### config.mk
export PLATFORM = sky130hd
export DESIGN_NAME = noc_io_stager
export DESIGN_NICKNAME = d
export VERILOG_FILES = /design/src/rtl/noc_io_stager.sv
export SDC_FILE = /design/constraint.sdc
export NUM_CORES = 1
export LEC_CHECK = 0
export CELL_PAD_IN_SITES_DETAIL_PLACEMENT = 0
export CELL_PAD_IN_SITES_GLOBAL_PLACEMENT = 1
export CORE_MARGIN = 2
export CORE_UTILIZATION = 48
export CTS_BUF_LIST = sky130_fd_sc_hd__clkbuf_8 sky130_fd_sc_hd__clkbuf_16
export DETAILED_ROUTE_END_ITERATION = 10
export DONT_BUFFER_PORTS = 1
export PLACE_DENSITY = 0.79
export SLEW_MARGIN = 20
export SYNTH_ARGS = -nofsm -noshare
export SYNTH_HDL_FRONTEND = slang
export SYNTH_SLANG_ARGS = --single-unit
### constraint.sdc
create_clock -name clk -period 2.38 [get_ports clk]
set_input_delay 0.476 -clock clk [delete_from_list [all_inputs] [get_ports clk]]
set_output_delay 0.476 -clock clk [all_outputs]
set_load 0.02 [all_outputs]
### src/rtl/noc_io_stager.sv
// noc_io_stager: stages BRAM reads into a packed NoC input vector (GIN) and drains GON opsum vectors back to BRAM.
// Optional feature macro STAGER_RELU_EN: clamp negative opsum lanes to zero on write-back.
module noc_io_stager #(
  parameter int LANES            = 4,
  parameter int LANE_W           = 8,
  parameter int PSUM_W           = 32,
  parameter int DATA_BITWIDTH    = 32,
  parameter int ADDRESS_BITWIDTH = 32
) (
  input  logic                          clk,
  input  logic                          rst,
  input  logic                          ld_valid,
  output logic                          ld_ready,
  input  logic [$clog2(LANES)-1:0]      ld_lane,
  input  logic                          ld_pad,
  input  logic                          ld_last,
  input  logic [DATA_BITWIDTH-1:0]      bram_rdata,
  output logic                          gin_enable,
  input  logic                          gin_ready,
  output logic [LANES*LANE_W-1:0]       gin_value,
  input  logic                          gon_enable,
  output logic                          gon_ready,
  input  logic [LANES*PSUM_W-1:0]       gon_value,
  input  logic [ADDRESS_BITWIDTH-1:0]   wr_base,
  output logic [ADDRESS_BITWIDTH-1:0]   oarg_address,
  output logic [DATA_BITWIDTH-1:0]      oarg_wdata,
  output logic                          oarg_e,
  output logic [3:0]                    oarg_we,
  output logic                          drain_done
);

  localparam int LANE_IDX_W = $clog2(LANES);
  localparam logic [LANE_IDX_W-1:0]       LAST_LANE = LANE_IDX_W'(LANES - 1);
  localparam logic [ADDRESS_BITWIDTH-1:0] ADDR_STEP = ADDRESS_BITWIDTH'(4);

  typedef enum logic [1:0] {IN_FILL, IN_CAPT, IN_SEND} in_state_e;
  typedef enum logic       {OUT_IDLE, OUT_DRAIN}       out_state_e;

  // ---------------------------------------------------------------------------
  // Input side
  // ---------------------------------------------------------------------------
  in_state_e              in_state_reg;
  logic [LANE_IDX_W-1:0]  lane_idx_reg;
  logic                   pad_reg;
  logic                   last_reg;
  logic                   ld_ready_reg;
  logic                   gin_enable_reg;
  logic [LANE_W-1:0]      lane_reg [LANES];

  always_ff @(posedge clk or negedge rst) begin
    if (!rst) begin
      in_state_reg   <= IN_FILL;
      lane_idx_reg   <= '0;
      pad_reg        <= 1'b0;
      last_reg       <= 1'b0;
      ld_ready_reg   <= 1'b1;
      gin_enable_reg <= 1'b0;
      for (int i = 0; i < LANES; i++) begin
        lane_reg[i] <= '0;
      end
    end else begin
      case (in_state_reg)
        IN_FILL: begin
          if (ld_valid) begin
            lane_idx_reg <= ld_lane;
            pad_reg      <= ld_pad;
            last_reg     <= ld_last;
            ld_ready_reg <= 1'b0;
            in_state_reg <= IN_CAPT;
          end
        end
        IN_CAPT: begin
          // BRAM data for the request issued in IN_FILL is valid in this cycle.
          lane_reg[lane_idx_reg] <= pad_reg ? '0 : bram_rdata[LANE_W-1:0];
          if (last_reg) begin
            gin_enable_reg <= 1'b1;
            in_state_reg   <= IN_SEND;
          end else begin
            ld_ready_reg <= 1'b1;
            in_state_reg <= IN_FILL;
          end
        end
        IN_SEND: begin
          if (gin_ready) begin
            gin_enable_reg <= 1'b0;
            ld_ready_reg   <= 1'b1;
            in_state_reg   <= IN_FILL;
          end
        end
        default: begin
          gin_enable_reg <= 1'b0;
          ld_ready_reg   <= 1'b1;
          in_state_reg   <= IN_FILL;
        end
      endcase
    end
  end

  assign ld_ready   = ld_ready_reg;
  assign gin_enable = gin_enable_reg;

  // Lane 0 sits in the most significant slot of the GIN vector.
  for (genvar gi = 0; gi < LANES; gi++) begin : g_gin_pack
    assign gin_value[(LANES-1-gi)*LANE_W +: LANE_W] = lane_reg[gi];
  end

  if (LANE_W < DATA_BITWIDTH) begin : g_rdata_hi
    logic unused_rdata_hi;
    assign unused_rdata_hi = ^bram_rdata[DATA_BITWIDTH-1:LANE_W];
  end

  // ---------------------------------------------------------------------------
  // Output side
  // ---------------------------------------------------------------------------
  function automatic logic [DATA_BITWIDTH-1:0] relu(input logic [PSUM_W-1:0] v);
`ifdef STAGER_RELU_EN
    return v[PSUM_W-1] ? '0 : v;
`else
    return v;
`endif
  endfunction

  logic [PSUM_W-1:0] gon_lane [LANES];

  // Lane 0 sits in the least significant slot of the GON vector.
  for (genvar gi = 0; gi < LANES; gi++) begin : g_gon_unpack
    assign gon_lane[gi] = gon_value[gi*PSUM_W +: PSUM_W];
  end

  out_state_e                  out_state_reg;
  logic [LANE_IDX_W-1:0]       k_reg;
  logic [LANE_IDX_W-1:0]       k_next;
  logic [PSUM_W-1:0]           psum_reg [LANES];
  logic                        gon_ready_reg;
  logic                        drain_done_reg;
  logic                        oarg_e_reg;
  logic [3:0]                  oarg_we_reg;
  logic [ADDRESS_BITWIDTH-1:0] oarg_address_reg;
  logic [DATA_BITWIDTH-1:0]    oarg_wdata_reg;

  assign k_next = k_reg + LANE_IDX_W'(1);

  // Write-port outputs are registered one step ahead: the accept edge already
  // loads lane 0's write, so every OUT_DRAIN cycle presents a valid write.
  always_ff @(posedge clk or negedge rst) begin
    if (!rst) begin
      out_state_reg    <= OUT_IDLE;
      k_reg            <= '0;
      gon_ready_reg    <= 1'b1;
      drain_done_reg   <= 1'b0;
      oarg_e_reg       <= 1'b0;
      oarg_we_reg      <= 4'h0;
      oarg_address_reg <= '0;
      oarg_wdata_reg   <= '0;
      for (int i = 0; i < LANES; i++) begin
        psum_reg[i] <= '0;
      end
    end else begin
      drain_done_reg <= 1'b0;
      case (out_state_reg)
        OUT_IDLE: begin
          if (gon_enable) begin
            for (int i = 0; i < LANES; i++) begin
              psum_reg[i] <= gon_lane[i];
            end
            k_reg            <= '0;
            gon_ready_reg    <= 1'b0;
            oarg_e_reg       <= 1'b1;
            oarg_we_reg      <= 4'hF;
            oarg_address_reg <= wr_base;
            oarg_wdata_reg   <= relu(gon_lane[0]);
            out_state_reg    <= OUT_DRAIN;
          end
        end
        OUT_DRAIN: begin
          if (k_reg == LAST_LANE) begin
            gon_ready_reg    <= 1'b1;
            drain_done_reg   <= 1'b1;
            oarg_e_reg       <= 1'b0;
            oarg_we_reg      <= 4'h0;
            oarg_address_reg <= '0;
            oarg_wdata_reg   <= '0;
            out_state_reg    <= OUT_IDLE;
          end else begin
            // Plain add wraps modulo 2^ADDRESS_BITWIDTH.
            k_reg            <= k_next;
            oarg_address_reg <= oarg_address_reg + ADDR_STEP;
            oarg_wdata_reg   <= relu(psum_reg[k_next]);
          end
        end
        default: begin
          gon_ready_reg    <= 1'b1;
          oarg_e_reg       <= 1'b0;
          oarg_we_reg      <= 4'h0;
          oarg_address_reg <= '0;
          oarg_wdata_reg   <= '0;
          out_state_reg    <= OUT_IDLE;
        end
      endcase
    end
  end

  assign gon_ready    = gon_ready_reg;
  assign drain_done   = drain_done_reg;
  assign oarg_e       = oarg_e_reg;
  assign oarg_we      = oarg_we_reg;
  assign oarg_address = oarg_address_reg;
  assign oarg_wdata   = oarg_wdata_reg;

endmodule

==> impl_metrics.yaml, run 1 <==
route:
  viasPerCell: 5.63
  num_vias: 7932
  final_antenna_net_count: 0
  wl_um: 27000
  drt-initial-drc-count: 479
  wl_per_cell_um: 19.2
  drc_errors: 0
  drtPass1Iterations: 4
sta:
  finalSetupViolations: 0
  clock.fmax_mhz: 497
  fin_crit_sh: 0.846
  whs_ns: -0.353
  min_period_ns: 2.01
  finalClockSkew_ns: 0.0209
  fin_tns_setup_ns: 0
  rsz0062_at_grt: "no"
  worst_pin_slew_ns: 0.709
  layout_setup_ws_ns: 0.367
  maxSlewViolCount: 0
  relSlewSlack: 0.527
  hold_violations: 237
setup_path:
  crit_path_start_kind: "register"
  ff2ff_setup_slack_ns: 0.37
  critPathRequiredTime_ns: 2.82
  worstSetupEndpointType: "register"
  r2r_end: "oarg_address[20]$_DFFE_PN0P_"
  worst-setup-path-type: "reg2reg"
  cp.arrival_ns: 2.45
  startpoint: "oarg_address[2]$_DFFE_PN0P_"
  endpoint: "oarg_address[20]$_DFFE_PN0P_"
  rr_startpoint: "oarg_address[2]$_DFFE_PN0P_"
  worst-path-max-fanout: 6
  reg2regPathDepth: 5
grt:
  globalRouteMet3Util: 0.0630
  grt.busiest_layer: "met2"
  grtUsageMet2: 0.365
  grt_max_degree: 239
  grt_use_met1: 0.298
  grt_antenna_before_repair: 0
  grt_pass1_vias: 7977
  track_usage: 0.225
  globalRoute.totalOverflow: 0
  grt_pass1_wl_um: 43200
logic_synthesis:
  syn_nets: 1325
  avgSynthCellArea_um2: 9.73
  yosys_warnings: 0
  synth-seq-cells: 238
  yosysSeqAreaShare: 0.546
  synth-main-ff-cell: "dfrtp_1"
  ys_types: 55
  synth_area_um2: 10900
  netlist_instances: 1122
  async_reset_ff_frac: 1.00
  synth-edff-count: 0
clock_network:
  root_buffer: "clkbuf_16"
  numCtsBuffers: 26
  tritoncts: "built"
  clock-sinks: 238
  clk_latency_ns: 0.53
  cts_resized: 0
  clockBufferDepth: 3
  post_cts_buffers: 0
  cts.clk_slew.worst_paths_ns: 0.06
  htree_levels: 1
placed_design:
  place_area_um2: 11300
  dp_hpwl_um: 17100
  place_ws_ns: 0.393
  port_buffers: 0
  place.gp.congestion: 0.802
  placed_cells: 1364
run_status:
  outcome: "complete, but fails checks"
  violations: "negative hold slack"
floorplanning:
  core_um2: 22500
  initial_utilization: 0.485
  io_pins: 306
  dieHeight_um: 155
  std_cell_rows: 55
  dieWidth_um: 155
  dieArea_um2: 24000
power_and_ir_drop:
  power-per-cell-area_nw_per_um2: 1490
  total_leakage_power_nw: 5.85
  ir_drop_v: 0.000703
cells_and_area:
  finalNonFillerCells: 1410
  finish.instance_area_um2: 12200
  nNetsFinal: 1310
  drive_gt1_frac: 0.115
  n_antenna_cell: 0
  final_common_cell: "nand2_1"
  final_cell_mix: "nand2_1 (469), dfrtp_1 (234), o21ai_0 (71), mux2i_1 (55), mux4_2 (32)"
  area_growth_pct: 11.5
  largest_register_ffs: 128
min_path:
  hold_path_class: "in2async"
flow_run:
  drv_cap: 0
## Yosys cell counts, types with 2 or more instances
cell       instances  area share
nand2_1          469        0.16
dfrtp_1          236        0.54
o21ai_0           71       0.033
mux2i_1           55       0.050
clkbuf_1          49       0.017
mux4_2            32       0.066
nor2_1            21      0.0072
nand4_1           16      0.0092
nand3_1           12      0.0055
o22ai_1           12      0.0069
buf_1             11      0.0038
buf_2             10      0.0046
nand2b_1          10      0.0057
and3_1             9      0.0052
mux2_2             9      0.0093
xnor2_1            9      0.0072
nor3_1             8      0.0037
o211ai_1           8      0.0055
inv_1              5      0.0017
or3_1              5      0.0029
buf_4              4      0.0028
nor4_1             4      0.0023
o221ai_1           4      0.0032
xor2_1             4      0.0032
a21o_1             3      0.0021
a21oi_1            3      0.0014
a22o_1             3      0.0024
and4_1             3      0.0024
or4_1              3      0.0021
a311o_1            2      0.0018
a31oi_1            2      0.0011
a32oi_1            2      0.0016
dfstp_2            2      0.0048
ha_1               2      0.0023
nand4bb_1          2      0.0021
nor2b_1            2      0.0011
o31ai_1            2      0.0014
## logic make-up after synthesis
logic type,count (synthesis),synth area share
adder cells (fa/ha/maj),2,0.00229
AND/OR/NAND/NOR,575,0.221
XOR/XNOR,13,0.0104
flip-flops,238,0.546
buffers and inverters,80,0.0300
multiplexers,96,0.126
AO/OA/AOI/OAI,118,0.0649
## through the flow
step	total power, mW	util
6_report	18.1	0.541
5_1_grt	19.5	0.541
4_1_cts	18.4	0.541
3_5_place_dp	14.3	0.502
3_3_place_gp	14.1	0.502
2_1_floorplan	12.4	-
## final cells by class
| class | instances | area, um2 |
|---|---|---|
| flip-flops and latches | 238 | 5960 |
| clock inverters | 12 | 104 |
| inverters | 6 | 22.5 |
| fillers | 2035 | 10300 |
| clock buffers | 34 | 761 |
| multi-input cells | 804 | 4660 |
| well taps | 285 | 357 |
| repair buffers | 31 | 308 |
## routing by layer
| metal | wire length, um | vias up | part of all wire |
|---|---|---|---|
| met4 | 583 | 0 | 0.022 |
| met1 | 11600 | 3888 | 0.43 |
| li1 | - | 3758 | - |
| met5 | 0 | - | 0 |
| met2 | 12700 | 248 | 0.47 |
| met3 | 2140 | 38 | 0.079 |
## worst min path at each step
stage                     depth (start not counted)                      endpoint
after floorplan                                   0          drain_done$_DFF_PN0_
after global placement                            0  oarg_address[23]$_DFFE_PN0P_
after detailed placement                          0  oarg_address[23]$_DFFE_PN0P_
after CTS                                         0  oarg_address[16]$_DFFE_PN0P_
after global routing                              0  oarg_address[15]$_DFFE_PN0P_
final                                             0  oarg_address[16]$_DFFE_PN0P_
## worst max-delay path, cell delays in order (launching register included)
cell,delay [ns]
dfrtp_1,0.35
ha_1,0.26
nand4_4,0.16
or4_4,0.57
or4_1,0.47
o211ai_1,0.10
## report_power, final
part	internal [mW]	switching, mW	total [mW]	leakage, nW
sequential	5.94	2.11	8.05	2.97
combinational	2.73	3.33	6.07	2.44
clock	2.35	1.66	4.02	0.437
total	11.0	7.11	18.1	5.85
Power figures use the tool's default switching activity.
==> run 2: changes to the inputs <==
- CORE_UTILIZATION: 48 -> 43
- PLACE_DENSITY: 0.79 -> 0.74
- clock period: 2.38 -> 1.8 ns (I/O delays scaled with it)
==> run 2 against run 1 <==
  * The flow still finishes with violations (negative hold slack)
  * Register-to-register slack got worse by 0.29 ns
  * Worst setup slack lost 0.29 ns
  * Worst hold slack worse by 0.13 ns
  * Highest routed layer unchanged
==> impl_metrics.yaml, run 2 (synthesis results as in run 1) <==
grt:
  grt_pass1_vias: 8835
  globalRoute.totalOverflow: 0
  grt_antenna_before_repair: 2
  grt_max_degree: 239
  grt_pass1_wl_um: 47400
  track_usage: 0.222
floorplanning:
  initial_utilization: 0.436
  dieWidth_um: 163
  dieHeight_um: 163
  std_cell_rows: 58
  dieArea_um2: 26700
  io_pins: 306
  core_um2: 25000
placed_design:
  port_buffers: 0
  dp_hpwl_um: 18600
  place.gp.congestion: 0.819
  place_ws_ns: 0.0216
clock_network:
  root_buffer: "clkbuf_16"
  clockBufferDepth: 3
  clk_latency_ns: 0.54
  clock-sinks: 238
  holdBufCountCts: 134
  htree_levels: 1
  numCtsBuffers: 28
  cts.clk_slew.worst_paths_ns: 0.06
  tritoncts: "built"
power_and_ir_drop:
  ir_drop_v: 0.00105
  p_sw_frac: 0.382
  total_leakage_power_nw: 6.70
  clkPwrFrac: 0.234
  pwr-share-seq: 0.408
  power-per-cell-area_nw_per_um2: 1820
  intPower_mw: 15.8
  combPwrFrac: 0.358
  power.switching_mw: 9.80
sta:
  layout_setup_ws_ns: 0.0817
  finalSetupViolations: 0
  clock.fmax_mhz: 582
  min_period_ns: 1.72
  maxSlewViolCount: 0
  worst_pin_slew_ns: 0.727
  relSlewSlack: 0.515
  hold_violations: 238
  finalClockSkew_ns: 0.00866
  whs_ns: -0.483
  fin_crit_sh: 0.955
  rsz0062_at_grt: "no"
  fin_tns_setup_ns: 0
setup_path:
  worst-path-max-fanout: 6
  worstSetupEndpointType: "register"
  worst-setup-path-type: "reg2reg"
  critPathRequiredTime_ns: 2.25
  crit_path_start_kind: "register"
  cp.arrival_ns: 2.17
cells_and_area:
  multi_input_area_um2: 4700
  final_cell_mix: "nand2_1 (468), dfrtp_1 (220), dlygate4sd3_1 (134), o21ai_0 (71), buf_4 (69)"
  nNetsFinal: 1491
  largest_register_ffs: 128
  seqCellArea_um2: 5980
  final_common_cell: "nand2_1"
  fillers: 2170
  drive_gt1_frac: 0.149
  area_growth_pct: 29.1
route:
  drc_errors: 0
  drtPass1Iterations: 5
  num_vias: 8785
  final_antenna_net_count: 0
  drt-initial-drc-count: 645
  viasPerCell: 5.35
  wl_per_cell_um: 18.3
  wl_um: 30100
min_path:
  hold_path_class: "in2async"
run_status:
  violations: "negative hold slack"
  outcome: "complete, but fails checks"
flow_run:
  drv_cap: 0
[run 2: cell count changes in the layout (fill, tap and decap cells not counted), moves of 2 or more]
cell / delta
bufinv_16: +4
diode_2: +2
buf_6: +2
clkbuf_16: +2
dfrtp_2: +14
clkbuf_8: -4
inv_1: +5
buf_4: +44
dfrtp_1: -14
dlygate4sd3_1: +134
[run 2: layout make-up]
type,count,share of cell area
inverters,6,0.00160
well taps,330,0.0293
clock buffers,32,0.0536
repair buffers,210,0.141
diodes,2,0.000355
clock inverters,20,0.0166
flip-flops and latches,238,0.424
multi-input cells,804,0.334
[run 2: through the flow]
stage                util  total power [mW]  hold WS, ns  area, um2  cells
floorplan               -              16.4       0.0644      11000   1122
global placement    0.467              19.2       0.0685      11700   1448
detailed placement  0.467              19.4       0.0676      11700   1448
CTS                 0.560              25.8       -0.509      14000   1636
global route        0.563              27.4       -0.508      14100   1642
finish              0.563              25.6       -0.483      14100   1642
[run 2: worst max-delay path, cell delays in order, from the launching register on]
cell	delay, ns
dfrtp_2	0.35
nand4_1	0.10
buf_4	0.17
or4_4	0.49
or4_1	0.41
o211ai_1	0.10
[run 2: repair_timing]
| item | 4_1_cts | 5_1_grt |
|---|---|---|
| pin swaps | 0 | 3 |
| endpoints found under the hold margin | 372 | 238 |
| buffers inserted | 2 | 4 |
| setup endpoints to repair | 1 | 44 |
| gates resized for setup | 0 | 6 |
[run 2: path summary, 6_finish.rpt]
kind | from | endpoint | slack (ns) | depth (start not counted)
setup / recovery | oarg_address[12]$_DFFE_PN0P_ | oarg_address[20]$_DFFE_PN0P_ | 0.08 | 5
hold / removal | rst | gin_value[0]$_DFFE_PN0P_ | -0.48 | 0
setup reg to reg | oarg_address[12]$_DFFE_PN0P_ | oarg_address[20]$_DFFE_PN0P_ | 0.08 | 5
hold reg to reg | psum_reg[2]$_DFFE_PN0P_ | psum_reg[2]$_DFFE_PN0P_ | 0.47 | 2
max in group asynchronous | rst | out_state_reg$_DFF_PN0_ | 1.84 | 0
min in group clk | gon_value[32] | psum_reg[64]$_DFFE_PN0P_ | 0 | 2
[run 2: metal layers]
layer,GRT usage,vias to the layer above,part of all wire
li1,-,4128,-
met1,0.296,4287,0.43
met2,0.361,310,0.47
met3,0.0546,60,0.075
met4,0.0652,0,0.026
met5,0,-,0
[run 2: power groups by stage]
stage / combinational (mW) / clock [mW] / sequential [mW]
after CTS: 9.20 / 6.15 / 10.4
final: 9.18 / 6.01 / 10.4
after floorplan: 5.99 / 0 / 10.4
after global routing: 10.3 / 6.38 / 10.8
after global placement: 8.72 / 0 / 10.4
after detailed placement: 8.87 / 0 / 10.5
==> run 3: changes to the inputs <==
- PLACE_DENSITY: 0.74 -> unset
- PLACE_DENSITY_LB_ADDON: unset -> 0.15
- SETUP_SLACK_MARGIN: unset -> 0.3
==> run 3 against run 2 <==
  * Power is 7.8% higher
  * Utilization rose by 2.7 points
  * The run still ends with negative hold slack left
  * Sequential cell count unchanged
  * Worst hold slack improved by 0.0041 ns
  * Count of clock-buffer cells in the layout rose by 1
  * First-iteration DRC count fell by 11%
  * Largest cell class unchanged
  * Clock skew fell by 0.00064 ns
  * Non-clock buffer count increased by 32
  * Critical path depth stayed put
  * Via count up 1.1%
  * Routed wire length grew 11%
==> impl_metrics.yaml, run 3 (synthesis results as in run 1) <==
grt:
  grt_pass1_wl_um: 51800
  globalRoute.totalOverflow: 0
  grt_max_degree: 239
  grt_pass1_vias: 9122
  grt_antenna_before_repair: 2
  track_usage: 0.248
setup_path:
  reg2regPathDepth: 5
  worst-path-max-fanout: 5
  r2r_end: "oarg_address[24]$_DFFE_PN0P_"
  ff2ff_setup_slack_ns: 0.07
  cp.arrival_ns: 2.13
  startpoint: "oarg_address[12]$_DFFE_PN0P_"
  worstSetupEndpointType: "register"
  rr_startpoint: "oarg_address[12]$_DFFE_PN0P_"
  crit_path_start_kind: "register"
  worst-setup-path-type: "reg2reg"
  critPathRequiredTime_ns: 2.21
route:
  final_antenna_net_count: 0
  viasPerCell: 5.31
  wl_um: 33300
  wl_per_cell_um: 19.9
  num_vias: 8879
  drtPass1Iterations: 5
  drc_errors: 0
  drt-initial-drc-count: 574
run_status:
  outcome: "complete, but fails checks"
  violations: "negative hold slack"
cells_and_area:
  fillers: 2181
  final_cell_mix: "nand2_1 (467), dfrtp_1 (217), dlygate4sd3_1 (135), buf_4 (56), mux2i_1 (55)"
  multi_input_area_um2: 4790
  final_common_cell: "nand2_1"
  nNetsFinal: 1523
  largest_register_ffs: 128
  drive_gt1_frac: 0.179
  area_growth_pct: 35.2
  seqCellArea_um2: 5980
sta:
  whs_ns: -0.479
  hold_violations: 238
  fin_crit_sh: 0.959
  finalSetupViolations: 0
  maxSlewViolCount: 0
  worst_pin_slew_ns: 0.484
  fin_tns_setup_ns: 0
  layout_setup_ws_ns: 0.0733
  rsz0062_at_grt: "yes"
  min_period_ns: 1.73
  relSlewSlack: 0.677
  clock.fmax_mhz: 579
  finalClockSkew_ns: 0.00802
clock_network:
  tritoncts: "built"
  root_buffer: "clkbuf_16"
  htree_levels: 1
  clockBufferDepth: 3
  clk_latency_ns: 0.54
  holdBufCountCts: 135
  cts.clk_slew.worst_paths_ns: 0.06
  numCtsBuffers: 27
  clock-sinks: 238
floorplanning:
  initial_utilization: 0.436
  dieArea_um2: 26700
  dieHeight_um: 163
  dieWidth_um: 163
  std_cell_rows: 58
  io_pins: 306
  core_um2: 25000
power_and_ir_drop:
  power-per-cell-area_nw_per_um2: 1870
  ir_drop_v: 0.000938
  total_leakage_power_nw: 7.02
placed_design:
  port_buffers: 0
  place_ws_ns: 0.0446
  place.gp.congestion: 0.788
  dp_hpwl_um: 18700
min_path:
  hold_path_class: "in2async"
flow_run:
  drv_cap: 0
-- run 3: cell count changes in the layout (fill, tap and decap cells not counted), moves of 3 or more --
cell	before	now
buf_6	2	27
buf_16	0	10
dfrtp_1	220	217
clkinv_2	2	7
o21ai_0	71	39
buf_12	5	10
o21ai_1	0	32
inv_1	14	10
dfrtp_2	16	19
buf_4	69	56
-- run 3: worst max-delay path, cell delays in order (launching register included) --
cell      delay (ns)
dfrtp_2         0.35
nand4_1         0.22
or4_4           0.56
buf_4           0.15
o311ai_2        0.20
o211ai_1        0.11
-- run 3: worst max-delay path by stage --
stage,endpoint,depth (start not counted)
6_report,oarg_address[24]$_DFFE_PN0P_,5
5_1_grt,oarg_address[20]$_DFFE_PN0P_,4
4_1_cts,oarg_address[20]$_DFFE_PN0P_,5
3_5_place_dp,oarg_address[20]$_DFFE_PN0P_,5
3_3_place_gp,oarg_address[20]$_DFFE_PN0P_,5
2_1_floorplan,oarg_address[20]$_DFFE_PN0P_,5
-- run 3: repair_timing --
item | 4_1_cts | 5_1_grt
resized for setup | 49 | 44
gates cloned | 9 | 2
pin swaps | 24 | 17
setup endpoints to repair | 193 | 105
setup buffers | 23 | 10
hold endpoints to repair | 379 | 238
-- run 3: power breakdown --
group          switching (mW)  internal, mW  leakage [nW]  total, mW
combinational            5.63          5.77          3.59       11.4
sequential               2.68          7.90          2.95       10.6
clock                    2.26          3.40         0.477       5.65
-- run 3: metrics by stage --
step	power, mW	utilization	instance area (um2)	hold WS (ns)	std cells
after floorplan	16.8	-	11100	0.0644	1122
after global placement	19.3	0.467	11700	0.0722	1442
after detailed placement	19.5	0.467	11700	0.0711	1442
after CTS	27.3	0.580	14500	-0.496	1658
after global routing	29.4	0.590	14800	-0.496	1670
final	27.6	0.590	14800	-0.479	1671
-- run 3: area by class of cell --
| type | count | area share |
|---|---|---|
| Clock inverter | 16 | 0.0103 |
| Multi-Input combinational cell | 805 | 0.325 |
| Antenna cell | 1 | 0.000170 |
| Sequential cell | 238 | 0.405 |
| Inverter | 6 | 0.00153 |
| Clock buffer | 33 | 0.0514 |
| Tap cell | 330 | 0.0280 |
| Timing Repair Buffer | 242 | 0.179 |
-- run 3: routing by layer --
| layer | GRT usage | up-vias | part of all wire | wire length [um] |
|---|---|---|---|---|
| li1 | - | 4188 | - | - |
| met1 | 0.334 | 4389 | 0.43 | 14300 |
| met2 | 0.413 | 251 | 0.49 | 16300 |
| met3 | 0.0493 | 49 | 0.060 | 2010 |
| met4 | 0.0648 | 2 | 0.021 | 708 |
| met5 | 0 | - | 0.00045 | 15 |
